**src/rtl/fp16_pkg.sv**
```systemverilog
// Shared types and constants for the half-precision multiply path.
// Operand classification helpers treat exp==0 as zero (flush-to-zero).
package fp16_pkg;

    localparam int FP16_W       = 16;
    localparam int FP16_BIAS    = 15;
    localparam int FP16_EXP_MAX = 31;
    localparam logic [FP16_W-1:0] FP16_QNAN = 16'h7E00;

    typedef enum logic [2:0] {
        IDLE,
        EXP,
        MUL,
        NORM,
        DONE
    } state_t;

    function automatic logic is_zero(input logic [FP16_W-1:0] x);
        return x[14:10] == 5'd0;
    endfunction

    function automatic logic is_inf(input logic [FP16_W-1:0] x);
        return (x[14:10] == 5'h1F) && (x[9:0] == 10'd0);
    endfunction

    function automatic logic is_nan(input logic [FP16_W-1:0] x);
        return (x[14:10] == 5'h1F) && (x[9:0] != 10'd0);
    endfunction

endpackage

```
**src/rtl/fp16_exp_bias_add.sv**
```systemverilog
// Registered biased exponent sum: sum = ea + eb - BIAS as a signed value
// two bits wider than the exponent field, loaded while en is high.
module fp16_exp_bias_add
    import fp16_pkg::*;
#(
    parameter int EXP_W = 5,
    parameter int BIAS  = FP16_BIAS,
    parameter int SUM_W = EXP_W + 2
) (
    input  logic                    clk,
    input  logic                    rst,
    input  logic                    en,
    input  logic [EXP_W-1:0]        ea,
    input  logic [EXP_W-1:0]        eb,
    output logic signed [SUM_W-1:0] sum
);

    logic signed [SUM_W-1:0] sum_nxt;

    always_comb begin
        sum_nxt = $signed({2'b00, ea}) + $signed({2'b00, eb}) - $signed(SUM_W'(BIAS));
    end

    always_ff @(posedge clk) begin
        if (rst) begin
            sum <= '0;
        end else if (en) begin
            sum <= sum_nxt;
        end
    end

endmodule

```
**src/rtl/fp16_mult_seq.sv**
```systemverilog
// Multi-cycle fp16 multiplier: exponent add, 11-step shift-add significand
// product, normalise and pack. Define FP16_RNE_EN for round-to-nearest-even.
module fp16_mult_seq
    import fp16_pkg::*;
#(
    parameter int EXP_W = 5,
    parameter int MAN_W = 10,
    parameter int BIAS  = FP16_BIAS
) (
    input  logic              clk,
    input  logic              rst,
    input  logic              in_valid,
    output logic              in_ready,
    input  logic [FP16_W-1:0] in_a,
    input  logic [FP16_W-1:0] in_b,
    output logic              out_valid,
    input  logic              out_ready,
    output logic [FP16_W-1:0] out_res,
    output logic              out_ovf,
    output logic              out_unf,
    output logic              out_nan
);

    localparam int SIG_W  = MAN_W + 1;
    localparam int PROD_W = 2 * SIG_W;
    localparam int SUM_W  = EXP_W + 2;
    localparam int CNT_W  = $clog2(SIG_W);

    state_t              state;
    logic [FP16_W-1:0]   a_r;
    logic [FP16_W-1:0]   b_r;
    logic                sign_r;
    logic [PROD_W-1:0]   mcand;
    logic [SIG_W-1:0]    mplier;
    logic [PROD_W-1:0]   prod;
    logic [CNT_W-1:0]    cnt;
    logic signed [SUM_W-1:0] e_sum;

    logic                sign_ab;
    logic                nan_case;
    logic                inf_case;
    logic                zero_case;
    logic                prod_hi;
    logic [MAN_W-1:0]    man;
    logic signed [SUM_W-1:0] e_adj;
    logic [MAN_W-1:0]    man_fin;
    logic signed [SUM_W-1:0] e_fin;

    fp16_exp_bias_add #(
        .EXP_W (EXP_W),
        .BIAS  (BIAS),
        .SUM_W (SUM_W)
    ) u_exp_add (
        .clk (clk),
        .rst (rst),
        .en  (state == EXP),
        .ea  (a_r[FP16_W-2 -: EXP_W]),
        .eb  (b_r[FP16_W-2 -: EXP_W]),
        .sum (e_sum)
    );

    // Subnormal operands classify as zero, so inf * subnormal is NaN.
    always_comb begin
        sign_ab   = a_r[FP16_W-1] ^ b_r[FP16_W-1];
        nan_case  = is_nan(a_r) || is_nan(b_r)
                    || (is_inf(a_r) && is_zero(b_r))
                    || (is_zero(a_r) && is_inf(b_r));
        inf_case  = is_inf(a_r) || is_inf(b_r);
        zero_case = is_zero(a_r) || is_zero(b_r);
    end

`ifdef FP16_RNE_EN
    logic             guard;
    logic             sticky;
    logic             round_up;
    logic [MAN_W:0]   man_rnd;

    always_comb begin
        prod_hi = prod[PROD_W-1];
        e_adj   = e_sum + $signed({{(SUM_W-1){1'b0}}, prod_hi});
        if (prod_hi) begin
            man    = prod[PROD_W-2 -: MAN_W];
            guard  = prod[PROD_W-2-MAN_W];
            sticky = |prod[PROD_W-3-MAN_W:0];
        end else begin
            man    = prod[PROD_W-3 -: MAN_W];
            guard  = prod[PROD_W-3-MAN_W];
            sticky = |prod[PROD_W-4-MAN_W:0];
        end
        round_up = guard && (sticky || man[0]);
        man_rnd  = {1'b0, man} + {{MAN_W{1'b0}}, round_up};
        // Mantissa carry-out leaves the low bits zero and bumps the exponent.
        e_fin    = e_adj + $signed({{(SUM_W-1){1'b0}}, man_rnd[MAN_W]});
        man_fin  = man_rnd[MAN_W-1:0];
    end
`else
    always_comb begin
        prod_hi = prod[PROD_W-1];
        e_adj   = e_sum + $signed({{(SUM_W-1){1'b0}}, prod_hi});
        if (prod_hi) begin
            man = prod[PROD_W-2 -: MAN_W];
        end else begin
            man = prod[PROD_W-3 -: MAN_W];
        end
        e_fin   = e_adj;
        man_fin = man;
    end
`endif

    always_ff @(posedge clk) begin
        if (rst) begin
            state     <= IDLE;
            in_ready  <= 1'b0;
            out_valid <= 1'b0;
            out_res   <= '0;
            out_ovf   <= 1'b0;
            out_unf   <= 1'b0;
            out_nan   <= 1'b0;
            a_r       <= '0;
            b_r       <= '0;
            sign_r    <= 1'b0;
            mcand     <= '0;
            mplier    <= '0;
            prod      <= '0;
            cnt       <= '0;
        end else begin
            case (state)
                IDLE: begin
                    if (in_valid && in_ready) begin
                        a_r      <= in_a;
                        b_r      <= in_b;
                        in_ready <= 1'b0;
                        state    <= EXP;
                    end else begin
                        in_ready <= 1'b1;
                    end
                end
                EXP: begin
                    sign_r  <= sign_ab;
                    mcand   <= {{(PROD_W-SIG_W){1'b0}}, 1'b1, a_r[MAN_W-1:0]};
                    mplier  <= {1'b1, b_r[MAN_W-1:0]};
                    prod    <= '0;
                    cnt     <= '0;
                    out_ovf <= 1'b0;
                    out_unf <= 1'b0;
                    out_nan <= 1'b0;
                    if (nan_case) begin
                        out_res   <= FP16_QNAN;
                        out_nan   <= 1'b1;
                        out_valid <= 1'b1;
                        state     <= DONE;
                    end else if (inf_case) begin
                        out_res   <= {sign_ab, {EXP_W{1'b1}}, {MAN_W{1'b0}}};
                        out_valid <= 1'b1;
                        state     <= DONE;
                    end else if (zero_case) begin
                        out_res   <= {sign_ab, {(FP16_W-1){1'b0}}};
                        out_valid <= 1'b1;
                        state     <= DONE;
                    end else begin
                        state <= MUL;
                    end
                end
                MUL: begin
                    if (mplier[0]) begin
                        prod <= prod + mcand;
                    end
                    mcand  <= mcand << 1;
                    mplier <= mplier >> 1;
                    cnt    <= cnt + 1'b1;
                    if (cnt == CNT_W'(MAN_W)) begin
                        state <= NORM;
                    end
                end
                NORM: begin
                    out_valid <= 1'b1;
                    out_nan   <= 1'b0;
                    state     <= DONE;
                    if (e_fin >= FP16_EXP_MAX) begin
                        out_res <= {sign_r, {EXP_W{1'b1}}, {MAN_W{1'b0}}};
                        out_ovf <= 1'b1;
                        out_unf <= 1'b0;
                    end else if (e_fin <= 0) begin
                        out_res <= {sign_r, {(FP16_W-1){1'b0}}};
                        out_ovf <= 1'b0;
                        out_unf <= 1'b1;
                    end else begin
                        out_res <= {sign_r, e_fin[EXP_W-1:0], man_fin};
                        out_ovf <= 1'b0;
                        out_unf <= 1'b0;
                    end
                end
                DONE: begin
                    if (out_ready) begin
                        out_valid <= 1'b0;
                        state     <= IDLE;
                    end
                end
                default: state <= IDLE;
            endcase
        end
    end

endmodule

```
**config.mk**
```make
export PLATFORM = sky130hd
export DESIGN_NAME = fp16_mult_seq
export DESIGN_NICKNAME = d
export VERILOG_FILES = /design/src/rtl/fp16_pkg.sv /design/src/rtl/fp16_exp_bias_add.sv /design/src/rtl/fp16_mult_seq.sv
export SDC_FILE = /design/constraint.sdc
export NUM_CORES = 1
export LEC_CHECK = 0
export BUFFER_PORTS_ARGS = -buffer_cell sky130_fd_sc_hd__buf_2
export CAP_MARGIN = 0
export CORE_MARGIN = 4
export CORE_UTILIZATION = 55
export DETAILED_ROUTE_END_ITERATION = 10
export PLACE_DENSITY_LB_ADDON = 0.2
export RECOVER_POWER = 100
export SYNTH_ARGS = -nofsm -noshare
export SYNTH_HDL_FRONTEND = slang
export SYNTH_SLANG_ARGS = --single-unit
```
**constraint.sdc**
```tcl
create_clock -name clk -period 3.15 [get_ports clk]
set_input_delay 0.4725 -clock clk [delete_from_list [all_inputs] [get_ports clk]]
set_output_delay 0.4725 -clock clk [all_outputs]
set_load 0.02 [all_outputs]
```
Word level (Yosys, flattened, before mapping)

Cells that the tools add are included.

Register bits: 123
Input bits: 36
Output and inout bits: 21
Logic and storage cells: 94

Add/subtract/negate cells: 5
Order comparisons: 2
Eq/ne operators: 12
Muxes and demuxes: 32
Bitwise logic cells: 1
Reduce and logical (&&, ||, !) cells: 27

Operators with widths:

| kind                  | number |
|---|---|
| $pmux W22 S2          | 2 |
| $mux W16              | 3 |
| $pmux W16 S2          | 1 |
| $mux W15              | 2 |
| $add A22 B22 Y22      | 1 |
| $mux W22              | 1 |
| $pmux W11 S2          | 1 |
| $logic_not A10 Y1     | 2 |
| $reduce_bool A10 Y1   | 2 |
| $mux W3               | 6 |
| $pmux W3 S5           | 1 |
| $eq A5 B5 Y1 const B  | 2 |
| $logic_not A5 Y1      | 2 |
| $mux W10              | 1 |
| $mux W1               | 9 |
| $ne A2 B2 Y1 const B  | 4 |
| $pmux W4 S2           | 1 |
| $add A7 B2 Y7         | 1 |
| $ge A7 B6 Y1 const B  | 1 |
| $le A7 B1 Y1 const B  | 1 |
| $logic_and A1 B1 Y1   | 7 |
| $sub A7 B5 Y7 const B | 1 |
| $add A5 B5 Y6         | 1 |
| $eq A3 B2 Y1 const B  | 2 |
| other kinds (14)      | 24 |

Logic depth before layout (Yosys ltp)

Word-level depth: 7
Mapped depth: 10
Depth with buffers taken out: 10

By module

From an unflattened synthesis, not the netlist that was laid out.

Cells, all modules: 780
Area total of the unflattened synthesis: 6291.0 sq um

Modules (own cells, without submodules):

| module            | times used | cells an instance | area an instance (sq um) | seq. area each (sq um) |
|---|---|---|---|---|
| fp16_mult_seq     | 1          | 722               | 5720.5                   | 2322.2 |
| fp16_exp_bias_add | 1          | 58                | 570.5                    | 140.1 |

Worst setup path before layout

OpenSTA, ideal clock, no wires.

Path type: register -> register
From: reg mcand[0]
To: reg prod[16]
Library setup time: 62 ps
Arrival time: 2140 ps
Data required time: 3088 ps
Setup slack: 947 ps
Cell stages (with the launch flop): 11
Buffers on the path: 0
Path through: dfxtp_1 ha_1 inv_1 fa_1 nor2b_1 o21ai_0 a21boi_2 o21ai_1 a211o_1 a211o_1 nand3_1

Cells in the longest elaborated chain, start to end: 3

RTL lines:

| what                   | line                 | text |
|---|---|---|
| from (decl)            | fp16_mult_seq.sv:33  | `logic [PROD_W-1:0] mcand;` |
| from (signal assigned) | fp16_mult_seq.sv:140 | `mcand <= {{(PROD_W-SIG_W){1'b0}}, 1'b1, a_r[MAN_W-1:0]};` |
| from (signal assigned) | fp16_mult_seq.sv:168 | `mcand <= mcand << 1;` |
| $add A22 B22 Y22       | fp16_mult_seq.sv:166 | `prod <= prod + mcand;` |
| $mux W22               | fp16_mult_seq.sv:165 | `if (mplier[0]) begin` |
| $pmux W22 S2           | fp16_mult_seq.sv:127 | `case (state)` |
| to (signal assigned)   | fp16_mult_seq.sv:166 |  |
| to (decl)              | fp16_mult_seq.sv:35  | `logic [PROD_W-1:0] prod;` |

No other way between the ends. The select of a mux whose other input is x is not followed.
A chain may end at the register's enable or synchronous reset.

Worst setup path in the final report

From: reg state[2]
To: reg prod[14]

Cells in the longest elaborated chain, start to end: 3
Elaborated cells between the ends (all ways): 6
Those cells by class: 3 x eq/ne; 1 x mux; 2 x reduce/logical

RTL lines:

| what                                                         | line                 | text |
|---|---|---|
| from (decl)                                                  | fp16_mult_seq.sv:29  | `state_t state;` |
| from (signal assigned)                                       | fp16_mult_seq.sv:112 | `state <= IDLE;` |
| from (signal assigned)                                       | fp16_mult_seq.sv:133 | `state <= EXP;` |
| from (signal assigned)                                       | fp16_mult_seq.sv:151 | `state <= DONE;` |
| $eq A3 B2 Y1 or $eq A3 B1 Y1 (tied branches)                 | fp16_mult_seq.sv:127 |  |
| $ne A2 B2 Y1 (no line) or $reduce_bool A2 Y1 (tied branches) | n/a                  |  |
| $reduce_and A2 Y1 (no line)                                  | n/a                  |  |

Several ways; a longest one is shown, not always the timed one.

==> impl_metrics.yaml <==
placement:
  place_ws_ps: 711
  portBuffers: 56
  gp_congestion: 0.916
  dp_cells: 920
  dp_hpwl_um: 10400
  place_area_sq_mm: 0.00659
logic_synthesis:
  synth_top_family_by_area: "compound AO/OA/AOI/OAI gates"
  synth-simple-area-share_pct: 20.7
  syn_area_sq_mm: 0.00622
  synth_compound_area_share_pct: 23.9
  avgSynthCellArea_sq_um: 8.21
  syn-num-nets: 827
  synthAdderAreaFrac_pct: 6.87
  async_reset_ff_share_pct: 0
  synthMuxAreaShare_pct: 1.77
  synth_xor_area_share_pct: 3.38
  yosys.cell_types.count: 64
  yosysWarningCount: 0
  synth-seq-area-share_pct: 39.6
  synth-edff-count: 0
  synth_cells: 758
  synth-seq-cells: 123
  ys.flop_type: "dfxtp_1"
critical_path:
  crit_arrival_ps: 2880
  critPathKind: "flop to flop"
  critPathMaxFanout: 15
  max_stage_delay_ps: 660
  regToRegEndpoint: "prod[14]$_SDFFE_PP0P_"
  worstPathCellList: "nand2b_1 -> nor2_1 -> buf_4 -> nor3_1 -> clkbuf_2 -> a32oi_1 -> nand2_1"
  crit_buf_inv: 2
  cp_slowest_cell: "nor2_1"
  startpoint_type: "flop"
  cp_top_family: "simple AND/OR/NAND/NOR gates"
  cp_num_cells: 7
  reg2reg_slack_ps: 580
  reg2reg_from: "state[2]$_SDFFE_PP0P_"
  cp-startpoint: "state[2]$_SDFFE_PP0P_"
  cp-end-kind: "flop"
  cp.required_ps: 3450
  cp-endpoint: "prod[14]$_SDFFE_PP0P_"
  rr_worst_depth: 7
timing:
  tightest_slew_ps: 1410
  setup_viol: 0
  hold_viol: 0
  finalSetupTns_ps: 0
  worst_slack_ps: 578
  maxSlewViolCount: 0
  fmax_mhz: 389
  finalCritPeriodShare_pct: 81.7
  hold_slack_ps: 288
  relSlewSlack_pct: 5.99
  finalCriticalPeriod_ps: 2570
  finClkSkew_ps: 6.20
  rsz0062_at_grt: "no"
die:
  die_h_um: 114
  ioPinCount: 57
  initial_utilization_pct: 56.9
  die_w_um: 114
  fp-row-count: 38
  die_area_sq_mm: 0.0131
  core_sq_mm: 0.0109
cts:
  clk_latency_ps: 420
  numCtsBuffers: 17
  cts_tree: "done"
  post_cts_buffers: 0
  cts_root_buffer: "clkbuf_16"
  cts_sinks: 123
  path_clk_slew_ps: 50
  cts.path.max_buffers: 2
  h-tree-depth: 4
  hold_buffers: 0
  postCtsResizedCells: 0
outcome:
  status: "completed"
layout:
  drive_gt1_share_pct: 11.0
  nFillCells: 937
  n_antenna_cell: 0
  nets: 868
  final_cell_count_no_fill: 952
  final_area_sq_mm: 0.00714
  synthToLayoutAreaGrowth_pct: 14.7
pwr:
  internal_power_w: 0.00316
  clockPowerShare_pct: 47.9
  p_per_area_mw_per_mm2: 599
  switchingPower_w: 0.00112
  combPwrFrac_pct: 11.9
  ir_worst_vdd_mv: 0.495
  switching_share_pct: 26.1
  pwr-share-seq_pct: 40.2
  leakage_nw: 2.70
global_route:
  antenna_found_initial: 0
  grt_max_degree: 76
  grt_pass1_vias: 5424
  overflow: 0
  track_usage_pct: 24.0
  grt_pass1_wl_um: 25500
detailed_routing:
  drc_errors: 0
  drt-wirelength-per-cell_um: 15.8
  dr_total_vias: 5582
  viasPerCell: 5.86
  drt_iter0_drc: 365
  routed_wl_um: 15100
  dr.pass1.iters: 5
  ant_nets: 0
worst_hold_path:
  hp-class: "input port to flop"
job:
  drv_cap: 0
==> cell families (layout without fill, tap and decap cells) <==
group                      Yosys count  after routing
AOI/OAI and AO/OA                  218            218
xor gates and xnor gates            24             24
muxes                               11             11
and+or+nand+nor                    292            292
DFF                                123            123
adders and majority gates           33             33
buffers and inverters               57            111
==> tightest hold or removal path: cells and delay by family <==
| family | cells | cell delay [ps] |
|---|---|---|
| AO/OA/AOI/OAI | 1 | 50 |
| buffers and inverters | 1 | 90 |
| AND/OR/NAND/NOR | 1 | 40 |
==> through the flow <==
stage / utilization, % / power (W)
floorplan: - / 0.00211
global placement: 60.2 / 0.00224
detailed placement: 60.2 / 0.00226
CTS: 65.9 / 0.00431
global route: 65.3 / 0.00445
finish: 65.3 / 0.00427
==> power groups by stage <==
stage          Combinational [W]  Sequential (W)  Clock [W]
3_3_place_gp            0.000501         0.00174          0
5_1_grt                 0.000570         0.00173    0.00215
3_5_place_dp            0.000514         0.00175          0
4_1_cts                 0.000519         0.00172    0.00207
6_report                0.000507         0.00172    0.00205
2_1_floorplan           0.000360         0.00175          0
==> sequential cells by signal (all words and copies together), names as in the netlist, 4 cells and up <==
name           cells
mcand             22
prod              22
a_r               16
b_r               16
out_res           16
mplier            11
u_exp_add.sum      7
cnt                4
==> Yosys cell counts (all sizes together) (12+ instances only) <==
cell	instances	area share, %
ha	31	6.2
nand3	19	1.6
nor2	81	5.0
o21ai	22	1.8
clkbuf	36	2.2
dfxtp	123	40
a22oi	33	4.0
nand2	133	8.0
a211oi	14	1.8
nor3	15	1.4
xor2	12	1.7
a21oi	86	7.0
xnor2	12	1.7
==> how the worst min path moves through the flow <==
stage,startpoint,to,slack (ps),depth (start not counted)
after global routing,in_b[11],b_r[11]$_SDFFE_PP0P_,290,3
after CTS,in_a[12],a_r[12]$_SDFFE_PP0P_,280,3
after global placement,mplier[2]$_SDFFE_PP0P_,mplier[2]$_SDFFE_PP0P_,440,2
final,in_a[12],a_r[12]$_SDFFE_PP0P_,290,3
after floorplan,prod[6]$_SDFFE_PP0P_,prod[6]$_SDFFE_PP0P_,430,2
after detailed placement,mplier[2]$_SDFFE_PP0P_,mplier[2]$_SDFFE_PP0P_,450,2
==> cell type report <==
| type | count | area (sq um) | area share [%] |
|---|---|---|---|
| inverters | 11 | 41.3 | 0.578 |
| multi-input cells | 578 | 3490 | 48.9 |
| well taps | 140 | 175 | 2.45 |
| clock inverters | 10 | 165 | 2.31 |
| clock buffers | 22 | 454 | 6.36 |
| repair buffers | 68 | 347 | 4.86 |
| flip-flops and latches | 123 | 2460 | 34.5 |
==> cell usage in the layout (no fill, tap or decap), types with 5 or more instances in the layout <==
| cell | instances |
|---|---|
| a211oi_1 | 13 |
| a21o_1 | 7 |
| a21oi_1 | 86 |
| a22oi_1 | 33 |
| a31oi_1 | 9 |
| and3_1 | 6 |
| buf_2 | 34 |
| buf_4 | 8 |
| clkbuf_1 | 27 |
| clkbuf_16 | 17 |
| dfxtp_1 | 123 |
| ha_1 | 31 |
| inv_1 | 10 |
| mux2i_1 | 11 |
| nand2_1 | 133 |
| nand3_1 | 19 |
| nand4_1 | 6 |
| nor2_1 | 79 |
| nor2b_1 | 5 |
| nor3_1 | 14 |
| o21a_1 | 6 |
| o21ai_0 | 18 |
| o2bb2ai_2 | 7 |
| or3_1 | 6 |
| xnor2_1 | 12 |
| xor2_1 | 12 |
==> layer usage <==
metal / global-route usage, % / up-vias / share of wire, % / wire [um]
met2: 39.4 / 139 / 48 / 7230
met4: 9.50 / 0 / 2.2 / 325
met5: 0 / - / 0 / 0
li1: - / 2778 / - / -
met1: 30.5 / 2630 / 46 / 6870
met3: 5.71 / 35 / 4.2 / 635
(Power assumes the default switching activity.)
